## config.mk

```make
export PLATFORM = sky130hd
export DESIGN_NAME = uart_tx_param
export DESIGN_NICKNAME = d
export VERILOG_FILES = /design/src/rtl/uart_tx_param.sv
export SDC_FILE = /design/constraint.sdc
export NUM_CORES = 1
export LEC_CHECK = 0
export BUFFER_PORTS_ARGS = -buffer_cell sky130_fd_sc_hd__buf_4
export CAP_MARGIN = 20
export CORE_ASPECT_RATIO = 0.6
export CORE_MARGIN = 2
export CORE_UTILIZATION = 25
export DETAILED_ROUTE_END_ITERATION = 8
export SETUP_SLACK_MARGIN = 0.3
export SKIP_CTS_REPAIR_TIMING = 1
export SLEW_MARGIN = 5
export SYNTH_ARGS = -nofsm -noshare
export SYNTH_HDL_FRONTEND = slang
export SYNTH_SLANG_ARGS = --single-unit
export TNS_END_PERCENT = 50
```

## constraint.sdc

```tcl
create_clock -name dclk -period 6.7 [get_ports dclk]
set_input_delay 1.005 -clock dclk [delete_from_list [all_inputs] [get_ports dclk]]
set_output_delay 1.005 -clock dclk [all_outputs]
set_load 0.005 [all_outputs]
```

## src/rtl/uart_tx_param.sv

```systemverilog
// -----------------------------------------------------------------------------
// uart_tx_param
//
// Runtime-configurable UART transmitter. A one-entry holding register sits in
// front of the shift stage so a new word can be accepted while the previous
// frame is still on the line, giving back-to-back frames with no idle gap.
// Baud divisor, parity mode and stop-bit count are captured together with the
// data word, so a frame always goes out with the settings it was accepted with.
//
// Parameters
//   WIDTH        data bits per frame (5..9)
//   DIV_W        width of the runtime baud divisor
//   DEFAULT_DIV  divisor value held by the shift stage after reset
//
// Ports
//   dclk        in   1      clock
//   i_reset     in   1      synchronous, active-high reset
//   i_data      in   WIDTH  payload, LSB transmitted first
//   i_valid     in   1      source has a word to send
//   o_ready     out  1      holding register empty; transfer on i_valid && o_ready
//   i_divisor   in   DIV_W  dclk cycles per bit (values below 2 act as 2)
//   i_parity    in   2      00 none, 01 even, 10 odd, 11 none
//   i_two_stop  in   1      1 = two stop bits
//   o_tx        out  1      registered serial line, idle high
//   o_busy      out  1      frame in progress (START..STOP2)
//   o_done      out  1      one-cycle pulse in the last cycle of each frame
// -----------------------------------------------------------------------------
module uart_tx_param #(
    parameter int WIDTH       = 8,
    parameter int DIV_W       = 16,
    parameter int DEFAULT_DIV = 100
) (
    input  logic             dclk,
    input  logic             i_reset,
    input  logic [WIDTH-1:0] i_data,
    input  logic             i_valid,
    output logic             o_ready,
    input  logic [DIV_W-1:0] i_divisor,
    input  logic [1:0]       i_parity,
    input  logic             i_two_stop,
    output logic             o_tx,
    output logic             o_busy,
    output logic             o_done
);

    localparam int               BIT_W    = (WIDTH > 1) ? $clog2(WIDTH) : 1;
    localparam logic [BIT_W-1:0] LAST_BIT = BIT_W'(WIDTH - 1);
    localparam logic [BIT_W-1:0] BIT_ONE  = BIT_W'(1);
    localparam logic [DIV_W-1:0] DIV_ONE  = DIV_W'(1);
    localparam logic [DIV_W-1:0] DIV_MIN  = DIV_W'(2);

    typedef enum logic [2:0] {
        S_IDLE,
        S_START,
        S_DATA,
        S_PARITY,
        S_STOP1,
        S_STOP2
    } state_t;

    // Holding register (word + the configuration it travels with)
    logic [WIDTH-1:0] r_hold_data;
    logic [DIV_W-1:0] r_hold_div;
    logic [1:0]       r_hold_par;
    logic             r_hold_two;
    logic             r_hold_full;

    // Shift stage
    state_t           r_state;
    logic [WIDTH-1:0] r_shift;
    logic [DIV_W-1:0] r_div;
    logic [DIV_W-1:0] r_baud_cnt;
    logic [BIT_W-1:0] r_bit_cnt;
    logic             r_par_en;
    logic             r_par_bit;
    logic             r_two_stop;
    logic             r_tx;
    logic             r_busy;
    logic             r_done;

    logic             w_accept;
    logic [DIV_W-1:0] w_div_eff;
    logic             w_bit_end;
    logic             w_done_next;
    logic             w_last_stop;
    logic             w_frame_end;
    logic             w_load;
    logic             w_hold_par_en;
    logic             w_hold_par_bit;

    // o_ready comes straight from a flop, so the handshake never has a
    // combinational path from i_valid back to the source.
    assign o_ready  = ~r_hold_full;
    assign w_accept = i_valid & ~r_hold_full;

    // Divisors of 0 and 1 cannot produce a distinct done-cycle inside a bit,
    // so the effective minimum is 2.
    assign w_div_eff = (i_divisor < DIV_MIN) ? DIV_MIN : i_divisor;

    // Bit timing: the counter runs 0..D-1 within every bit.
    assign w_bit_end   = (r_baud_cnt == r_div - DIV_ONE);
    assign w_done_next = (r_baud_cnt == r_div - DIV_MIN);
    assign w_last_stop = (r_state == S_STOP2) ||
                         ((r_state == S_STOP1) && !r_two_stop);
    assign w_frame_end = w_bit_end && w_last_stop;

    // The holding register drains into the shifter either from IDLE or on the
    // final edge of a frame, which is what removes the inter-frame gap.
    assign w_load = r_hold_full && ((r_state == S_IDLE) || w_frame_end);

    assign w_hold_par_en  = (r_hold_par == 2'b01) || (r_hold_par == 2'b10);
    assign w_hold_par_bit = (^r_hold_data) ^ (r_hold_par == 2'b10);

    // NOTE: payload registers carry no reset; r_hold_full alone says whether
    // their contents mean anything, so resetting them would only add fan-out.
    always_ff @(posedge dclk) begin
        if (w_accept) begin
            r_hold_data <= i_data;
            r_hold_div  <= w_div_eff;
            r_hold_par  <= i_parity;
            r_hold_two  <= i_two_stop;
        end
    end

    // NOTE: all state below updates with non-blocking assignments so every
    // right-hand side sees the pre-edge values, independent of statement order.
    always_ff @(posedge dclk) begin
        if (i_reset) begin
            r_state     <= S_IDLE;
            r_hold_full <= 1'b0;
            r_shift     <= '0;
            r_div       <= DIV_W'(DEFAULT_DIV);
            r_baud_cnt  <= '0;
            r_bit_cnt   <= '0;
            r_par_en    <= 1'b0;
            r_par_bit   <= 1'b0;
            r_two_stop  <= 1'b0;
            r_tx        <= 1'b1;
            r_busy      <= 1'b0;
            r_done      <= 1'b0;
        end else begin
            // Raised one edge early so the pulse lands on the final cycle.
            r_done <= w_last_stop && w_done_next;

            if (w_accept) begin
                r_hold_full <= 1'b1;
            end else if (w_load) begin
                r_hold_full <= 1'b0;
            end

            if (w_load) begin
                r_state    <= S_START;
                r_shift    <= r_hold_data;
                r_div      <= r_hold_div;
                r_par_en   <= w_hold_par_en;
                r_par_bit  <= w_hold_par_bit;
                r_two_stop <= r_hold_two;
                r_baud_cnt <= '0;
                r_bit_cnt  <= '0;
                r_tx       <= 1'b0;
                r_busy     <= 1'b1;
            end else if (r_state == S_IDLE) begin
                r_tx   <= 1'b1;
                r_busy <= 1'b0;
            end else if (!w_bit_end) begin
                r_baud_cnt <= r_baud_cnt + DIV_ONE;
            end else begin
                r_baud_cnt <= '0;
                unique case (r_state)
                    S_START: begin
                        r_state   <= S_DATA;
                        r_bit_cnt <= '0;
                        r_tx      <= r_shift[0];
                    end
                    S_DATA: begin
                        if (r_bit_cnt == LAST_BIT) begin
                            if (r_par_en) begin
                                r_state <= S_PARITY;
                                r_tx    <= r_par_bit;
                            end else begin
                                r_state <= S_STOP1;
                                r_tx    <= 1'b1;
                            end
                        end else begin
                            r_shift   <= r_shift >> 1;
                            r_tx      <= r_shift[1];
                            r_bit_cnt <= r_bit_cnt + BIT_ONE;
                        end
                    end
                    S_PARITY: begin
                        r_state <= S_STOP1;
                        r_tx    <= 1'b1;
                    end
                    S_STOP1: begin
                        r_tx <= 1'b1;
                        if (r_two_stop) begin
                            r_state <= S_STOP2;
                        end else begin
                            r_state <= S_IDLE;
                            r_busy  <= 1'b0;
                        end
                    end
                    S_STOP2: begin
                        r_state <= S_IDLE;
                        r_tx    <= 1'b1;
                        r_busy  <= 1'b0;
                    end
                    default: begin
                        r_state <= S_IDLE;
                        r_tx    <= 1'b1;
                        r_busy  <= 1'b0;
                    end
                endcase
            end
        end
    end

    assign o_tx   = r_tx;
    assign o_busy = r_busy;
    assign o_done = r_done;

endmodule
```

==> Word-level counts from Yosys, hierarchy flattened <==
Index checks and enable logic that the tools add are counted.
{ "totals": {"word_cells": 93, "input_bits": 30, "romBits": 0, "output_inout_bits": 4, "latch_bits": 0, "mem_count": 0, "reg_bits": 80, "mem_bits_rw": 0} }
{ "op_classes": {"shift": 0, "div": 0, "n_reduce_logical": 22, "eq_ne": 17, "multipliers": 0, "bitwise_logic": 4, "addsub": 4, "magnitude_cmp": 1, "muxes": 28} }
{ "op_table": {"columns": ["operator", "n"], "rows": [
  ["2-to-1 mux 8 bit", 5],
  ["== test 16 bit", 2],
  ["adder 16 x 1 -> 16 bit, second input constant", 1],
  ["< comparator 16 x 2 -> 1 bit, second input constant", 1],
  ["2-to-1 mux 16 bit", 1],
  ["subtractor 16 x 1 -> 16 bit, second input constant", 1],
  ["subtractor 16 x 2 -> 16 bit, second input constant", 1],
  ["2-to-1 mux 1 bit", 14],
  ["2-to-1 mux 3 bit", 4],
  ["case mux 3 bit (4 select lines)", 1],
  ["== test 3 bit, second input constant", 3],
  ["AND reduction 3 bit", 3],
  ["!= test 2 bit, second input constant", 4],
  ["AND reduction 4 bit", 2],
  ["nonzero test 2 bit", 4],
  ["XOR reduction 8 bit", 1],
  ["== test 3 x 2 -> 1 bit, second input constant", 2],
  ["case mux 3 bit (2 select lines)", 1],
  ["logical AND 1 bit", 4],
  ["!= test 4 x 3 -> 1 bit, second input constant", 1],
  ["case mux 1 bit (2 select lines)", 2],
  ["adder 3 x 1 -> 3 bit, second input constant", 1],
  ["== test 3 x 1 -> 1 bit, second input constant", 1],
  ["logical NOT 3 bit", 1],
  ["12 further kinds", 15]
]} }

==> Depth between registers and ports, before layout <==
Gate-level depths: netlist (run 1).
{ "logic_depth": {"ltp_word": 8, "ltp_mapped": 12, "ltp_nobuf": 9} }

==> Worst setup path after synthesis (run 1) <==
OpenSTA, ideal clock, no wires.
{ "synth_path": {"path_type": "reg2reg", "start": "reg r_div[0]", "end": "reg r_div[2]", "arrival_ps": 2565, "n_path_buf": 3, "setup_slack_ps": 3993, "t_required_ps": 6559, "setup_ps": 141, "stages_incl_launch_ff": 13, "synth_period_minus_slack_ps": 2707, "path_cell_list": "dfxtp_1 buf_2 inv_1 ha_1 nor3b_2 nand4_2 mux2_1 o31a_1 o211a_1 buf_6 buf_6 o211ai_2 o211ai_1"} }
{ "synth_via": {"elab_chain_cells": 5} }
{ "synth_rtl": {"columns": ["item", "line", "rtl"], "rows": [
  ["start: declaration", "71", "logic [DIV_W-1:0] r_div;"],
  ["start signal: assignment", "132", "r_div <= DIV_W'(DEFAULT_DIV);"],
  ["start signal: assignment", "154", "r_div <= r_hold_div;"],
  ["subtractor 16 x 1 -> 16 bit", "101", "assign w_bit_end = (r_baud_cnt == r_div - DIV_ONE);"],
  ["== test 16 bit", "101", null],
  ["logical AND 1 bit", "105", "assign w_frame_end = w_bit_end && w_last_stop;"],
  ["logical OR 1 bit", "109", "assign w_load = r_hold_full && ((r_state == S_IDLE) || w_frame_end);"],
  ["logical AND 1 bit", "109", null]
]} }
No other way between the ends.
A chain may end at the register's enable or synchronous reset.

==> Worst setup path in the final report (run 1) <==
Ends and elaborated chain as after synthesis.

==> reports/results.ini, run 1 <==
[status]
status=finished clean

[sta]
fmax_mhz=305
max-slew-margin-rel_pct=46.0
post-route-period-util_pct=49.0
holdWs_ns=0.451
final.setup.worst_slack_ns=3.42
setup_violations=0
skew_ns=0.00747
tightest_slew_ns=0.804
slew_violations=0
rsz0062_at_grt=false
finalCriticalPeriod_ns=3.28
setup-tns-final_ns=0
hold_viol=0

[route]
wirelength_um=11300
ant_nets=0
wl_met2_um=4090
vias=3577
routed_via_density=4.87
wl_per_cell_um=15.3
wl_met1_um=6370
dr.pass1.iters=5
top_layer=met4
initialDrtViolationCount=322
met3WireLength_um=659
drc=0

[synthesis]
synth_top_area_cell=dfxtp_1
synth_area_per_cell_um2=9.31
synth_cells=487
synthFlopType=dfxtp_1
ys_seq_elements=80
synth_top_area_share_pct=23.4
syn_nets=523
async_reset_ff_share_pct=0
synth_edf_count=27
yosysSeqAreaShare_pct=41.3
synth_area_leaders=dfxtp_1 23%, edfxtp_1 18%, xor2_1 6.0%, nor2_1 3.5%, xnor2_1 3.5%
yosys.cell_types.count=67
syn_area_um2=4530
yosys_warnings=0

[global_route]
grt_use_total_pct=12.2
grt_max_degree=34
grt_pass1_wl_um=18100
grt.overflow.total=0
grt_pass1_vias=3232
antenna_found_initial=0

[floorplanning]
die_y_um=108
die_w_um=178
io-pin-count=34
rows=38
dieArea_um2=19300
core-area_um2=17900
start_util_pct=25.3

[setup_path]
arrival_ns=3.49
worstPathRequired_ns=6.91
path_cells=inv_1 > ha_1 > nor3b_2 > nand4_2 > mux2_1 > o31a_1 > o211a_1 > o211ai_2 > o211ai_1
cp_slowest_cell=o211a_1
worstSetupEndpointType=register
cpPeakStageDelay_ns=0.53
cp-start-kind=register
critPathKind=register to register
crit_fanout=18

[placed_design]
place_hpwl_um=8390
gp_congestion=0.886
portBuffers=33
dp_slack_ns=3.48

[clock_tree]
cts_buffers=9
htree_levels=3
cts.sinks=80
root_buffer=clkbuf_16
cts_tree=yes
clkTransAtPathRegs_ns=0.07
clockBufferDepth=2
insertion_delay_ns=0.34

[power]
peakVddDrop_v=0.000119
powerDensity_nw_per_um2=270
p_leak_nw=1.89

[finish]
fin_util_pct=29.2
drive_above_1_share_pct=16.4
layout_common_cells=53 x dfxtp_1, 42 x nor2_1, 36 x buf_4, 31 x xor2_1, 31 x a21oi_1
layout_commonest_cell=dfxtp_1
syn2layout_area_growth_pct=15.4
nets=526
antenna_cells=0

[worst_hold_path]
hold_class=register to register

[run]
drv_cap=0

[area by class of cell]
class | count | area (um^2)
Fill cell | 1869 | 12700
Multi-Input combinational cell | 346 | 2390
Sequential cell | 80 | 1870
Tap cell | 240 | 300
Timing Repair Buffer | 36 | 270
Clock buffer | 10 | 239
Clock inverter | 6 | 97.6
Inverter | 17 | 63.8
[logic make-up (layout without fill, tap and decap cells)]
family,after synthesis,after routing,synth area share (%)
xor gates and xnor gates,49,49,9.47
muxes,2,2,0.469
AOI/OAI and AO/OA,116,116,20.0
buffers and inverters,61,69,6.18
and+or+nand+nor,173,173,20.9
adders and majority gates,6,6,1.66
DFF,80,80,41.3
[report_power, final]
part	internal [W]	total [W]	switching (W)
clock	0.000343	0.000557	0.000215
combinational	0.000106	0.000259	0.000153
sequential	0.000545	0.000595	0.0000506
total	0.000994	0.00141	0.000418
[cells in the mapped netlist, drive strengths merged (9+ instances only)]
cell type / number
o22ai: 9
nand2: 20
nand4: 12
xor2: 31
edfxtp: 27
nor3: 15
buf: 12
o211ai: 25
xnor2: 18
a21oi: 31
and3: 11
clkbuf: 32
inv: 17
dfxtp: 53
nor4: 10
nor2: 42
nand3: 30
[metal layers]
metal,global-route usage (%),vias to the layer above
met5,0,-
met4,3.40,0
met3,2.99,12
met2,14.9,112
met1,20.1,1667
li1,-,1786
[stage by stage]
step / total power, W / std cells / area [um^2]
after floorplan: 0.000782 / 487 / 4530
after global placement: 0.000860 / 719 / 4890
after detailed placement: 0.000861 / 719 / 4890
after CTS: 0.00142 / 735 / 5230
after global routing: 0.00147 / 735 / 5230
final: 0.00141 / 735 / 5230
[worst max-delay path, delay by kind of cell (launching register included)]
family / cells / cell delay (ns)
adder cells (fa/ha/maj): 1 / 0.18
multiplexers: 1 / 0.36
flip-flops: 1 / 0.42
AO/OA/AOI/OAI: 4 / 1.44
buffers and inverters: 1 / 0.10
AND/OR/NAND/NOR: 2 / 0.64
[state kept, by name, summed over array words and instances (netlist names)]
signal,flops
r_par_en,1
r_par_bit,1
r_baud_cnt,16
r_hold_two,1
r_state,3
r_shift,8
r_hold_div,16
r_bit_cnt,3
o_tx,1
o_busy,1
r_div,16
o_done,1
r_two_stop,1
r_hold_data,8
r_hold_full,1
r_hold_par,2
[path summary, 6_finish.rpt]
| check | start | end | slack [ns] | cells past startpoint |
|---|---|---|---|---|
| worst max register to register | r_div[0] | r_div[2] | 3.42 | 9 |
| worst min-delay path | r_shift[6] | r_shift[6] | 0.45 | 2 |
| worst min register to register | r_shift[6] | r_shift[6] | 0.45 | 2 |
| worst max-delay path | r_div[0] | r_div[2] | 3.42 | 9 |
(Power assumes the default switching activity.)
==> run 2: changes to the inputs <==
ABC_AREA = 1   (was not set)
clock period = 2.72 ns   (was 6.7 ns; I/O delays follow)
==> reports/results.ini, run 2 <==
[floorplanning]
core-area_um2=17900
die_y_um=108
io-pin-count=34
dieArea_um2=19300
die_w_um=178
rows=38
start_util_pct=25.4

[power]
pwr-share-seq_pct=39.8
switching_share_pct=35.4
p_clk_share_pct=30.7
powerDensity_nw_per_um2=675
p_sw_w=0.00132
peakVddDrop_v=0.000396
p_int_w=0.00241
p_leak_nw=2.26
share_comb_of_total_power_pct=29.5
p_total_w=0.00373

[synthesis]
yosys.cell_types.count=40
yosysSeqAreaShare_pct=41.2
ys_seq_elements=80
syn_nets=640
synth_area_leaders=dfxtp_1 23%, edfxtp_1 18%, nand2_1 11%, nand3_1 6.4%, nor2_1 5.7%
yosysMostFrequentCell=nand2_1
synth_edf_count=27
synth_top_area_share_pct=23.3
yosys_warnings=0
syn_area_um2=4550
synth_top_area_cell=dfxtp_1
synthFlopType=dfxtp_1
async_reset_ff_share_pct=0
synthTopCellsByCount=139 x nand2_1, 69 x nor2_1, 58 x inv_1, 58 x nand3_1, 53 x dfxtp_1
synth_area_per_cell_um2=7.53
synth_cells=604

[finish]
antenna_cells=0
reg_top3=r_baud_cnt x16, r_div x16, r_hold_div x16
syn2layout_area_growth_pct=21.5
layout_common_cells=135 x nand2_1, 58 x nor2_1, 58 x nand3_1, 55 x inv_1, 54 x buf_4
multi_input_area_um2=2360
layout_commonest_cell=nand2_1
area.sequential_um2=1880
drive_above_1_share_pct=20.6
nets=680
fill_cells=1887

[sta]
finalCriticalPeriod_ns=2.31
slew_violations=0
setup-tns-final_ns=0
final.setup.worst_slack_ns=0.407
rsz0062_at_grt=true
tightest_slew_ns=0.492
setup_violations=0
max-slew-margin-rel_pct=66.9
post-route-period-util_pct=85.0
hold_viol=0
fmax_mhz=432
skew_ns=0.00922

[setup_path]
critPathKind=register to register
reg2reg_slack_ns=0.41
cp-start-kind=register
cpMostUsedCell=nand2_1
arrival_ns=2.53
critPathTopFamily=simple AND/OR/NAND/NOR gates
worstPathRequired_ns=2.94
crit_fanout=13
cpPeakStageDelay_ns=0.45
cp_slowest_cell=dfxtp_1
worstSetupEndpointType=register
path_cells=inv_1 > nand2_1 > nand2_1 > inv_1 > nand2_1 > nand2_1 > nand2_1 > inv_1 > nand3_1 > nor2_2 > nand3_4 > nand2_4 > nand2_8 > buf_4 > o21ai_0 > a21oi_1
path_buf_inv=4

[clock_tree]
cts_tree=yes
root_buffer=clkbuf_16
clockBufferDepth=2
insertion_delay_ns=0.34
htree_levels=3
cts_buffers=9
clkTransAtPathRegs_ns=0.07
cts.sinks=80

[route]
drc=0
routed_via_density=4.42
dr.pass1.iters=5
ant_nets=0
wl_per_cell_um=13.4
initialDrtViolationCount=390
vias=3927
wirelength_um=11900

[global_route]
antenna_found_initial=0
grt_pass1_vias=3412
grt_max_degree=28
grt_pass1_wl_um=18900
grt.overflow.total=0
grt_use_total_pct=12.9

[placed_design]
gp_congestion=0.978
dp_slack_ns=0.119
portBuffers=33
place_hpwl_um=8990

[worst_hold_path]
hold_class=input pin to register

[status]
status=finished clean

[run]
drv_cap=0

-- run 2: logic make-up after synthesis --
logic type	Yosys count	synth area share, %
AO/OA/AOI/OAI	60	7.32
XOR/XNOR	39	7.51
adder cells (fa/ha/maj)	6	1.65
buffers and inverters	93	9.11
flip-flops	80	41.2
AND/OR/NAND/NOR	326	33.2
-- run 2: through the flow --
stage | cell area, um^2 | util [%] | std cells | hold WS (ns)
after global routing | 5520 | 30.8 | 889 | 0.227
after CTS | 5310 | 29.6 | 878 | 0.231
after floorplan | 4550 | - | 604 | 0.439
after detailed placement | 5030 | 28.1 | 862 | 0.463
final | 5520 | 30.8 | 889 | 0.241
after global placement | 5030 | 28.1 | 862 | 0.452
-- run 2: final timing paths --
| kind | endpoint | from | cells past startpoint |
|---|---|---|---|
| worst max-delay path | r_div[1] | r_div[6] | 16 |
| worst max register to register | r_div[1] | r_div[6] | 16 |
| worst min register to register | r_div[2] | r_hold_div[2] | 2 |
| worst min-delay path | r_hold_par[0] | i_parity[0] | 1 |
-- run 2: metal layers --
| layer | global-route usage, % | wire length, um |
|---|---|---|
| met3 | 3.55 | 1060 |
| met5 | 0 | 0 |
| met2 | 14.8 | 4060 |
| met1 | 21.7 | 6630 |
| met4 | 3.40 | 160 |
-- run 2: power by group through the flow --
stage	logic, W	clock network, W	registers (W)
2_1_floorplan	0.000749	0	0.00146
3_3_place_gp	0.000969	0	0.00149
3_5_place_dp	0.000967	0	0.00150
4_1_cts	0.000974	0.00117	0.00147
5_1_grt	0.00122	0.00122	0.00149
6_report	0.00110	0.00114	0.00148
-- run 2: area by class of cell --
type	count	share of cell area [%]
clock inverters	6	0.748
multi-input cells	431	42.7
well taps	240	5.44
clock buffers	10	4.15
inverters	63	4.46
repair buffers	59	8.43
flip-flops and latches	80	34.1
==> run 3: changes to the inputs <==
BUFFER_PORTS_ARGS = not set   (was -buffer_cell sky130_fd_sc_hd__buf_4)
CORE_UTILIZATION = 58   (was 25)
DONT_BUFFER_PORTS = 1   (was not set)
PLACE_DENSITY = 0.76   (was not set)
==> reports/results.ini, run 3 (synthesized netlist as in run 2, its figures left out) <==
[global_route]
grt_pass1_vias=3556
grt_pass1_wl_um=17800
grt_max_degree=30
grt.overflow.total=0
grt_use_total_pct=26.8
antenna_found_initial=0

[worst_hold_path]
hold_class=input pin to register
hold_path.startpoint=i_reset

[floorplanning]
start_util_pct=61.3
io-pin-count=34
die_w_um=118
die_y_um=72.6
rows=24
core-area_um2=7420
dieArea_um2=8590

[clock_tree]
cts_tree=yes
cts_buffers=9
clkTransAtPathRegs_ns=0.07
cts.sinks=80
insertion_delay_ns=0.33
clockBufferDepth=2
root_buffer=clkbuf_16
htree_levels=3

[finish]
drive_above_1_share_pct=14.3
multi_input_area_um2=2360
area.sequential_um2=1880
fill_cells=594
reg_top3=r_baud_cnt x16, r_div x16, r_hold_div x16
syn2layout_area_growth_pct=11.3
nets=638
final_cell_count_no_fill=711
layout_common_cells=134 x nand2_1, 65 x nor2_1, 58 x nand3_1, 55 x inv_1, 50 x dfxtp_1
layout_commonest_cell=nand2_1
antenna_cells=0

[power]
p_clk_share_pct=31.3
p_leak_nw=2.08
powerDensity_nw_per_um2=713
pwr-share-seq_pct=41.0
p_int_w=0.00235
share_comb_of_total_power_pct=27.7
switching_share_pct=34.9
peakVddDrop_v=0.000576
p_sw_w=0.00126

[placed_design]
portBuffers=0
dp_slack_ns=0.0865
place_inst=689
place_hpwl_um=8430
gp_congestion=0.976

[setup_path]
cp-startpoint=r_div[0]
crit_fanout=29
arrival_ns=2.56
cp_slowest_cell=dfxtp_2
worstPathRequired_ns=2.94
critPathKind=register to register
r2r_start=r_div[0]
path_cells=inv_2 > ha_4 > buf_4 > nand2_2 > nor2_4 > nand2_1 > nand2_1 > nand2_1 > clkinv_1 > nand3_2 > nor2_4 > nand3_4 > nand2_8 > nand2_8 > buf_12 > o21ai_0 > a21oi_1
cp-start-kind=register
cpMostUsedCell=nand2_1
cpPeakStageDelay_ns=0.34
worstSetupEndpointType=register

[sta]
setup_violations=0
hold_viol=0
final.setup.worst_slack_ns=0.378
slew_violations=0
fmax_mhz=427
holdWs_ns=0.137
setup-tns-final_ns=0
tightest_slew_ns=0.461
rsz0062_at_grt=true
post-route-period-util_pct=86.1
finalCriticalPeriod_ns=2.34
skew_ns=0.00771
max-slew-margin-rel_pct=69.0

[status]
status=finished clean

[route]
wl_per_cell_um=15.7
drc=0
initialDrtViolationCount=469
routed_via_density=5.55
wirelength_um=11100
vias=3943
ant_nets=0
dr.pass1.iters=7

[run]
drv_cap=0

-- run 3: changes by cell type in the layout (fill, tap and decap cells not counted), sizes merged --
cell and delta:
clkinvlp +1, buf -42, clkinv -1
-- run 3: worst paths after layout --
| kind | to | slack (ns) | cells past startpoint |
|---|---|---|---|
| worst min register to register | r_div[5] | 0.47 | 2 |
| worst max-delay path | r_div[15] | 0.38 | 17 |
| worst max register to register | r_div[15] | 0.38 | 17 |
| worst min-delay path | r_div[10] | 0.14 | 1 |
-- run 3: per-stage QoR --
stage / power [W] / utilization [%] / cell area [um^2]
after CTS: 0.00353 / 66.1 / 4910
after global routing: 0.00379 / 68.2 / 5060
after floorplan: 0.00221 / - / 4550
after detailed placement: 0.00240 / 62.3 / 4620
final: 0.00361 / 68.2 / 5060
after global placement: 0.00238 / 62.3 / 4620
-- run 3: worst max-delay path, delay by kind of cell, from the launching register on --
family	cells	cell delay (ns)
buf+inv	4	0.47
compound gates	2	0.24
simple gates	10	1.00
flops	1	0.34
fa+ha+maj	1	0.15
-- run 3: power groups by stage --
stage	clock (W)	sequential (W)	combinational (W)
floorplan	0	0.00146	0.000749
global placement	0	0.00149	0.000894
detailed placement	0	0.00149	0.000905
CTS	0.00115	0.00146	0.000914
global route	0.00119	0.00149	0.00111
finish	0.00113	0.00148	0.00100
-- run 3: metal layers --
layer / share of wire, % / vias up / global-route usage, %
li1: - / 1936 / -
met1: 49 / 1809 / 41.1
met2: 40 / 182 / 36.9
met3: 10 / 16 / 7.19
met4: 1.3 / 0 / 6.96
met5: 0 / - / 0
-- run 3: layout make-up --
cell class | count | area share [%]
Sequential cell | 80 | 37.1
Tap cell | 104 | 2.57
Multi-Input combinational cell | 431 | 46.7
Timing Repair Buffer | 17 | 3.34
Inverter | 63 | 4.77
Clock buffer | 10 | 4.53
Clock inverter | 6 | 1.04
